**src/rtl/barrel_pkg.sv**
```systemverilog
// barrel_pkg: shared types and default geometry for the barrel read path.
package barrel_pkg;

    localparam int COORD_W    = 12;
    localparam int DEF_WIDTH  = 1080;
    localparam int DEF_HEIGHT = 960;

    typedef enum logic [2:0] {
        IDLE,
        WAIT_FILL,
        STREAM,
        STALL,
        GAP,
        DONE
    } state_e;

endpackage

```
**src/rtl/barrel_raster_counter.sv**
```systemverilog
// barrel_raster_counter: raster-order x/y counter with wrap and end-of-line/frame flags.
module barrel_raster_counter #(
    parameter int WIDTH   = 1080,
    parameter int HEIGHT  = 960,
    parameter int COORD_W = 12
) (
    input  logic               clk,
    input  logic               reset_n,
    input  logic               clear,
    input  logic               advance,
    output logic [COORD_W-1:0] x,
    output logic [COORD_W-1:0] y,
    output logic               last_x,
    output logic               last_frame,
    output logic               nxt_first,
    output logic               nxt_last_x
);
    localparam logic [COORD_W-1:0] X_MAX = COORD_W'(WIDTH - 1);
    localparam logic [COORD_W-1:0] Y_MAX = COORD_W'(HEIGHT - 1);

    logic [COORD_W-1:0] x_q, x_d, y_q, y_d;

    assign last_x     = x_q == X_MAX;
    assign last_frame = last_x && y_q == Y_MAX;

    always_comb begin
        x_d = x_q;
        y_d = y_q;
        if (clear) begin
            x_d = '0;
            y_d = '0;
        end else if (advance) begin
            x_d = last_x ? '0 : x_q + COORD_W'(1);
            y_d = last_x ? (last_frame ? '0 : y_q + COORD_W'(1)) : y_q;
        end
    end

    // Flags for the coordinate that will be presented next cycle.
    assign nxt_first  = x_d == '0 && y_d == '0;
    assign nxt_last_x = x_d == X_MAX;

    always_ff @(posedge clk or negedge reset_n) begin
        if (!reset_n) begin
            x_q <= '0;
            y_q <= '0;
        end else begin
            x_q <= x_d;
            y_q <= y_d;
        end
    end

    assign x = x_q;
    assign y = y_q;

endmodule

```
**src/rtl/barrel_read_sequencer.sv**
```systemverilog
// barrel_read_sequencer: issues raster-order (x, y) reads with valid/SOF/EOL toward the barrel memory path.
// Define BARREL_SEQ_LINE_GAP_EN to insert LINE_GAP idle cycles after every line but the last.
module barrel_read_sequencer
    import barrel_pkg::*;
#(
    parameter int COORD_W  = barrel_pkg::COORD_W,
    parameter int WIDTH    = DEF_WIDTH,
    parameter int HEIGHT   = DEF_HEIGHT,
    parameter int LINE_GAP = 4
) (
    input  logic               clk,
    input  logic               reset_n,
    input  logic               enable,
    input  logic               frame_start,
    input  logic               mem_ready,
    output logic [COORD_W-1:0] out_x,
    output logic [COORD_W-1:0] out_y,
    output logic               out_valid,
    input  logic               out_ready,
    output logic               out_sof,
    output logic               out_eol,
    output logic               busy,
    output logic               frame_done,
    output logic               underrun
);
    if (WIDTH < 1 || HEIGHT < 1 || LINE_GAP < 1 ||
        WIDTH > 2 ** COORD_W || HEIGHT > 2 ** COORD_W) begin : g_bad_params
        $error("barrel_read_sequencer: illegal WIDTH/HEIGHT/LINE_GAP/COORD_W");
    end

    state_e state_q, state_d;
    logic   valid_q, valid_d, sof_q, sof_d, eol_q, eol_d;
    logic   busy_q, busy_d, done_q, done_d, underrun_q, underrun_d;
    logic   start, beat, last_x, last_frame, nxt_first, nxt_last_x;
`ifdef BARREL_SEQ_LINE_GAP_EN
    localparam int GAP_W = $clog2(LINE_GAP + 1);
    logic [GAP_W-1:0] gap_q, gap_d;
`endif

    assign start = enable && frame_start && state_q == IDLE;
    assign beat  = valid_q && out_ready;

    barrel_raster_counter #(
        .WIDTH  (WIDTH),
        .HEIGHT (HEIGHT),
        .COORD_W(COORD_W)
    ) u_counter (
        .clk       (clk),
        .reset_n   (reset_n),
        .clear     (start),
        .advance   (beat),
        .x         (out_x),
        .y         (out_y),
        .last_x    (last_x),
        .last_frame(last_frame),
        .nxt_first (nxt_first),
        .nxt_last_x(nxt_last_x)
    );

    always_comb begin
        state_d = state_q;
`ifdef BARREL_SEQ_LINE_GAP_EN
        gap_d = gap_q;
`endif
        case (state_q)
            IDLE:      if (start) state_d = WAIT_FILL;
            WAIT_FILL: if (mem_ready) state_d = STREAM;
            STREAM: begin
                if (beat) begin
                    if (last_frame) state_d = DONE;
`ifdef BARREL_SEQ_LINE_GAP_EN
                    else if (last_x) begin
                        state_d = GAP;
                        gap_d   = GAP_W'(LINE_GAP - 1);
                    end
`endif
                    else if (!mem_ready) state_d = STALL;
                end
            end
            STALL:     if (mem_ready) state_d = STREAM;
`ifdef BARREL_SEQ_LINE_GAP_EN
            GAP: begin
                if (gap_q != '0) gap_d = gap_q - GAP_W'(1);
                else state_d = mem_ready ? STREAM : STALL;
            end
`endif
            default:   state_d = IDLE;
        endcase
        if (!enable) state_d = IDLE;
        // Outputs are registered from the next state so they line up with it.
        valid_d    = state_d == STREAM;
        sof_d      = valid_d && nxt_first;
        eol_d      = valid_d && (beat ? nxt_last_x : last_x);
        busy_d     = state_d != IDLE;
        done_d     = state_d == DONE;
        underrun_d = !start && (underrun_q || (state_d == STALL && state_q != STALL));
    end

    always_ff @(posedge clk or negedge reset_n) begin
        if (!reset_n) begin
            state_q    <= IDLE;
            valid_q    <= 1'b0;
            sof_q      <= 1'b0;
            eol_q      <= 1'b0;
            busy_q     <= 1'b0;
            done_q     <= 1'b0;
            underrun_q <= 1'b0;
`ifdef BARREL_SEQ_LINE_GAP_EN
            gap_q      <= '0;
`endif
        end else begin
            state_q    <= state_d;
            valid_q    <= valid_d;
            sof_q      <= sof_d;
            eol_q      <= eol_d;
            busy_q     <= busy_d;
            done_q     <= done_d;
            underrun_q <= underrun_d;
`ifdef BARREL_SEQ_LINE_GAP_EN
            gap_q      <= gap_d;
`endif
        end
    end

    assign out_valid  = valid_q;
    assign out_sof    = sof_q;
    assign out_eol    = eol_q;
    assign busy       = busy_q;
    assign frame_done = done_q;
    assign underrun   = underrun_q;

endmodule

```
**config.mk**
```make
export PLATFORM = sky130hd
export DESIGN_NAME = barrel_read_sequencer
export DESIGN_NICKNAME = d
export VERILOG_FILES = /design/src/rtl/barrel_pkg.sv /design/src/rtl/barrel_raster_counter.sv /design/src/rtl/barrel_read_sequencer.sv
export SDC_FILE = /design/constraint.sdc
export NUM_CORES = 1
export LEC_CHECK = 0
export ABC_AREA = 0
export CORE_MARGIN = 5
export CORE_UTILIZATION = 45
export CTS_BUF_LIST = sky130_fd_sc_hd__clkbuf_8
export CTS_CLUSTER_SIZE = 16
export DETAILED_ROUTE_END_ITERATION = 8
export PLACE_DENSITY = 0.68
export SYNTH_ARGS = -nofsm -noshare
export SYNTH_HDL_FRONTEND = slang
export SYNTH_HIERARCHICAL = 1
export SYNTH_SLANG_ARGS = --single-unit
```
**constraint.sdc**
```tcl
create_clock -name clk -period 3.7 [get_ports clk]
set_input_delay 0.555 -clock clk [delete_from_list [all_inputs] [get_ports clk]]
set_output_delay 0.555 -clock clk [all_outputs]
set_load 0.005 [all_outputs]
```
Yosys cells after proc, flatten, opt, wreduce, memory -nomap -nowiden

Cells that the tools add are included.

Add/sub/neg operators: 2
$mul: 0
Div/mod/pow operators: 0
Order comparisons: 0
Equal/unequal tests: 10
Shift operators: 0
Multiplexer cells: 15
Bitwise logic cells: 0
Reductions and logical operators: 16

Operators by type and width:

| operator                                         | number |
|---|---|
| 2-to-1 mux 12 bit                                | 7 |
| adder 12 x 1 -> 12 bit (second input constant)   | 2 |
| == test 12 x 11 -> 1 bit (second input constant) | 2 |
| logical NOT 12 bit                               | 2 |
| 2-to-1 mux 3 bit                                 | 6 |
| == test 12 x 10 -> 1 bit (second input constant) | 1 |
| == test 3 x 2 -> 1 bit (second input constant)   | 4 |
| logical AND 1 bit                                | 9 |
| case mux 3 bit (3 select lines)                  | 1 |
| == test 3 x 1 -> 1 bit (second input constant)   | 1 |
| == test 3 bit (second input constant)            | 1 |
| logical NOT 3 bit                                | 1 |
| != test 3 x 2 -> 1 bit (second input constant)   | 1 |
| nonzero test 3 bit                               | 1 |
| OR reduction 2 bit                               | 1 |
| logical NOT 1 bit                                | 1 |
| logical OR 1 bit                                 | 1 |
| 2-to-1 mux 1 bit                                 | 1 |

Register bits after elaboration: 33
Latch bits: 0
RAM bits: 0
ROM bits: 0
Output and inout port bits: 30
Logic and storage cells: 52
Memories: 0

Depth between registers and ports, before layout

Depth after elaboration: 10
Mapped depth: 11

By module

Netlist, hierarchy kept.

Modules (own cells, without submodules):

| module                | instances | cells each | area an instance (sq um) |
|---|---|---|---|
| barrel_raster_counter | 1         | 181        | 1579.0 |
| barrel_read_sequencer | 1         | 38         | 417.9 |

Least setup slack after synthesis

OpenSTA, ideal clock, no wires.

Path type: flip-flop to flip-flop
Start point: register u_counter.x_q[1], in the netlist u_counter/x[1]
End point: register sof_q, in the netlist out_sof
Setup time: 0.119 ns
Arrival time: 2.537 ns
Slack: 1.044 ns
Stages on the path, launching flop included: 9
Clock period less this slack: 2.656 ns
Path through: dfrtp_1 > ha_1 > or3b_2 > or4_4 > or3_1 > a21oi_2 > a211oi_1 > and4_1 > and2_1

Longest elaborated chain between the ends: 9
Elaborated cells between the ends (all ways): 19
Classes of those cells: add/sub: 1; eq/ne: 2; mux: 11; reduce/logical: 5

Ends and longest elaborated chain:

| element                      | RTL line                     | source |
|---|---|---|
| from (decl)                  | barrel_raster_counter.sv:21  | `logic [COORD_W-1:0] x_q, x_d, y_q, y_d;` |
| from (signal assigned)       | barrel_raster_counter.sv:44  | `x_q <= '0;` |
| from (signal assigned)       | barrel_raster_counter.sv:47  | `x_q <= x_d;` |
| == test 12 x 11 -> 1 bit (*) | barrel_raster_counter.sv:23  | `assign last_x = x_q == X_MAX;` |
| logical AND 1 bit            | barrel_raster_counter.sv:24  | `assign last_frame = last_x && y_q == Y_MAX;` |
| 2-to-1 mux 12 bit            | barrel_raster_counter.sv:34  | `y_d = last_x ? (last_frame ? '0 : y_q + COORD_W'(1)) : y_q;` |
| 2-to-1 mux 12 bit (*)        | barrel_raster_counter.sv:34  |  |
| 2-to-1 mux 12 bit (*)        | barrel_raster_counter.sv:32  | `end else if (advance) begin` |
| 2-to-1 mux 12 bit (*)        | barrel_raster_counter.sv:29  | `if (clear) begin` |
| net u_counter.y_d[11]        | barrel_raster_counter.sv:21  |  |
| logical NOT 12 bit (*)       | barrel_raster_counter.sv:39  | `assign nxt_first = x_d == '0 && y_d == '0;` |
| logical AND 1 bit (*)        | barrel_raster_counter.sv:39  |  |
| net nxt_first                | barrel_read_sequencer.sv:34  | `logic start, beat, last_x, last_frame, nxt_first, nxt_last_x;` |
| logical AND 1 bit (*)        | barrel_read_sequencer.sv:92  | `sof_d = valid_d && nxt_first;` |
| net sof_d                    | barrel_read_sequencer.sv:32  | `logic valid_q, valid_d, sof_q, sof_d, eol_q, eol_d;` |
| to (signal assigned)         | barrel_read_sequencer.sv:103 | `sof_q <= 1'b0;` |
| to (signal assigned)         | barrel_read_sequencer.sv:114 | `sof_q <= sof_d;` |
| to (decl)                    | barrel_read_sequencer.sv:32  |  |

The timed path passes the listed nets; every way through them passes the cells marked *.

Worst setup path after layout

Start point: register u_counter.x_q[0], in the netlist u_counter/x[0]
End point: register sof_q, in the netlist out_sof

Longest elaborated chain between the ends: 9
Elaborated cells between the ends (all ways): 19
Classes of those cells: add/sub: 1; eq/ne: 2; mux: 11; reduce/logical: 5

Ends and longest elaborated chain:

| element                                                                        | RTL line |
|---|---|
| parallel branches: the longest is 7 deep, another holds adder 12 x 1 -> 12 bit | -- |
| logical AND 1 bit (*)                                                          | barrel_raster_counter.sv:39 |
| net nxt_first                                                                  | barrel_read_sequencer.sv:34 |
| logical AND 1 bit (*)                                                          | barrel_read_sequencer.sv:92 |
| net sof_d                                                                      | barrel_read_sequencer.sv:32 |

Mark *: on every way through the listed nets, which the timed path passes.

==> summary.txt <==
Layout
  • Most common cell after layout, fill and taps aside: clkdlybuf4s50_1
  • Final std cells w/o fill: 314
  • P&R area growth vs syn: 28.2%
  • Ant diodes: 0
  • Nets@finish: 269
  • Share of layout cells above drive strength 1: 12.2%
  • Fin util: 59.2%
  • Finished Cell Area: 2560 um2
  • Commonest cells after routing, fill and taps aside: clkdlybuf4s50_1 (35), dfrtp_1 (33), nor2_1 (32), nand2_1 (19), o21ai_0 (13)

Yosys
  • Mux cell area share after synthesis: 1.07%
  • Top cell type's share of synthesized area: 41.4%
  • Register bit total from synthesis: 33
  • Compound-Gate Fraction of Synth Area: 12.3%
  • Yosys top cell by area: dfrtp_1
  • Post-synth EDFFs: 0
  • Synth Area in Adders: 1.25%
  • Largest family of logic cells by synthesized area: simple AND/OR/NAND/NOR gates
  • Simple logic cell fraction of the synthesized area: 34.5%
  • Synth async-reset ratio: 100%
  • Xor/xnor share of the synthesized area: 7.02%
  • Register area share after synthesis: 41.4%
  • Post-synth cell types: 53
  • Yosys warning count: 6
  • Avg Inst Size Synth: 9.12 um2
  • Syn Nets: 227
  • Cells after Synth: 219
  • Top FF cell, synth: dfrtp_1
  • Netlist Area Pre-Place: 2000 um2
  • Area contributors post-synth: dfrtp_1 (41%), nor2_1 (6.0%), xnor2_1 (4.4%)

Pwr
  • Logic pwr share: 9.0%
  • Clock network fraction of design power: 46.9%
  • Reg power frac: 44.1%
  • Max IR drop VDD: 242 uV
  • Pwr Density: 336 nW/um2
  • Total power: 0.859 mW
  • Switching power share of the total: 21.3%
  • Leak pwr: 1.06 nW
  • Internal cell power: 0.676 mW
  • Psw: 0.183 mW

Detailed routing
  • Via count: 1745
  • Initial DRC Count: 84
  • Post-Route WL: 4.55 mm
  • DRC viols: 0
  • DR WL/cell: 14.5 um
  • Antenna viol nets, final: 0
  • DR pass1 iterations: 4
  • Drt via density: 5.56

Critical path
  • Critical Path RT: 3930 ps
  • Worst setup EP type: flip-flop
  • Crit Path Category: flip-flop to flip-flop
  • R2r startpoint: u_counter/x[0]$_DFF_PN0_
  • Crit path from: u_counter/x[0]$_DFF_PN0_
  • Worst Setup Start Kind: flip-flop
  • CP Max Fanout: 11
  • Critical path arrival: 3290 ps

Timing
  • Setup violations, final: 0
  • Fin. Hold Viols: 0
  • Slew Viols, Final: 0
  • Final min period: 3070 ps
  • Fmax: 326 MHz
  • Worst slew pin tran: 662 ps
  • Fin Setup TNS: 0 ps
  • Worst Skew: 9.55 ps
  • Slew margin rel.: 55.4%
  • RSZ-0062 raised after global routing: no
  • Final clock period utilization by the worst path: 82.9%
  • Setup ws final: 633 ps
  • Worst hold margin: 536 ps

Placement
  • Post-Place Cell Area: 2430 um2
  • Dpl hpwl: 3.28 mm
  • Pre-CTS WS: 578 ps
  • Placed insts: 306
  • IO buf count: 35
  • RD Place Congestion: 0.844

GRT
  • Gr usage total: 16.8%
  • Total congestion overflow: 0
  • Largest net degree at the start of global routing: 34
  • Antenna violations before repair: 0
  • Global-route wire length before repair: 8.13 mm
  • Vias in the first global route: 1727

Clocking
  • # resized after CTS: 0
  • Clk_lat worst skew: 290 ps
  • Clock Sinks: 33
  • Setup repair bufs after CTS: 0
  • Root buf cell: clkbuf_8
  • Inserted Clock Buffers: 5
  • TritonCTS clock tree: yes
  • Htree depth: 2
  • Cts hold-fix bufs: 0
  • CTS clk-pin slew, worst paths: 70 ps
  • Clk buf depth: 2

Floorplan
  • Die height: 76.6 um
  • Initial Util: 46.2%
  • # IOs: 36
  • Row Count: 24
  • Die footprint: 5870 um2
  • Core area: 4320 um2
  • Die Width: 76.6 um

Worst hold path
  • Min-delay src: underrun$_DFF_PN0_
  • Hold WC Path Type: flip-flop to flip-flop

Run
  • Maxcap violations: 0

Outcome
  • Status: finished clean
-- power by group through the flow --
stage,Combinational (mW),Sequential [mW],Clock [mW]
finish,0.0776,0.379,0.403
global route,0.0878,0.381,0.431
CTS,0.0792,0.379,0.414
detailed placement,0.0785,0.386,0
global placement,0.0783,0.385,0
floorplan,0.0439,0.382,0
-- flip-flops by register name, indices dropped and copies added, names as in the netlist --
register     flops
busy             1
state_q          3
out_sof          1
out_eol          1
underrun         1
out_valid        1
u_counter/x     12
frame_done       1
u_counter/y     12
-- critical path, cell delays in order (launching register included) --
cell and delay [ps]:
dfrtp_1 540, ha_1 390, or3b_2 530, or4_4 480, nor3_2 230, xnor2_1 170, a31oi_1 110, nor4_1 240
and4_1 220, and2_1 110
-- area by class of cell --
type / instances / area [um2]
Clock buffer: 5 / 68.8
Clock inverter: 3 / 65.1
Fill cell: 411 / 1760
Inverter: 5 / 18.8
Multi-Input combinational cell: 175 / 1120
Sequential cell: 33 / 826
Tap cell: 52 / 65.1
Timing Repair Buffer: 41 / 395
-- synthesized netlist by cell type (all sizes together), types with 3 or more instances --
master / instances
or4: 3
nor2b: 4
nand4: 6
or3b: 3
and3: 4
inv: 5
o21ai: 14
xnor2: 10
buf: 3
nor3: 4
xor2: 6
nand2b: 4
nand2: 20
nand3: 9
nor4: 5
or3: 8
a21oi: 12
and4: 3
nor2: 32
clkbuf: 3
dfrtp: 33
-- final timing paths --
check / endpoint / slack [ps] / cells after the start
max in group asynchronous: u_counter/y[7]$_DFF_PN0_ / 2720 / 2
worst max register to register: out_sof$_DFF_PN0_ / 630 / 9
worst min-delay path: underrun$_DFF_PN0_ / 540 / 2
worst min register to register: underrun$_DFF_PN0_ / 540 / 2
worst max-delay path: out_sof$_DFF_PN0_ / 630 / 9
min in group asynchronous: u_counter/x[6]$_DFF_PN0_ / 670 / 2
-- cell families (layout without fill, tap and decap cells) --
family	count (synthesis)	after routing
compound gates	39	39
xor+xnor	16	16
fa+ha+maj	2	2
buf+inv	11	54
flops	33	33
mux	2	2
simple gates	116	116
-- per-layer routing --
layer | up-vias | GRT usage [%] | wire length, um
li1 | 868 | - | -
met1 | 834 | 23.1 | 2180
met2 | 37 | 26.0 | 2120
met3 | 6 | 4.02 | 181
met4 | 0 | 5.24 | 60
met5 | - | 0 | 0
Power figures use the tool's default switching activity.
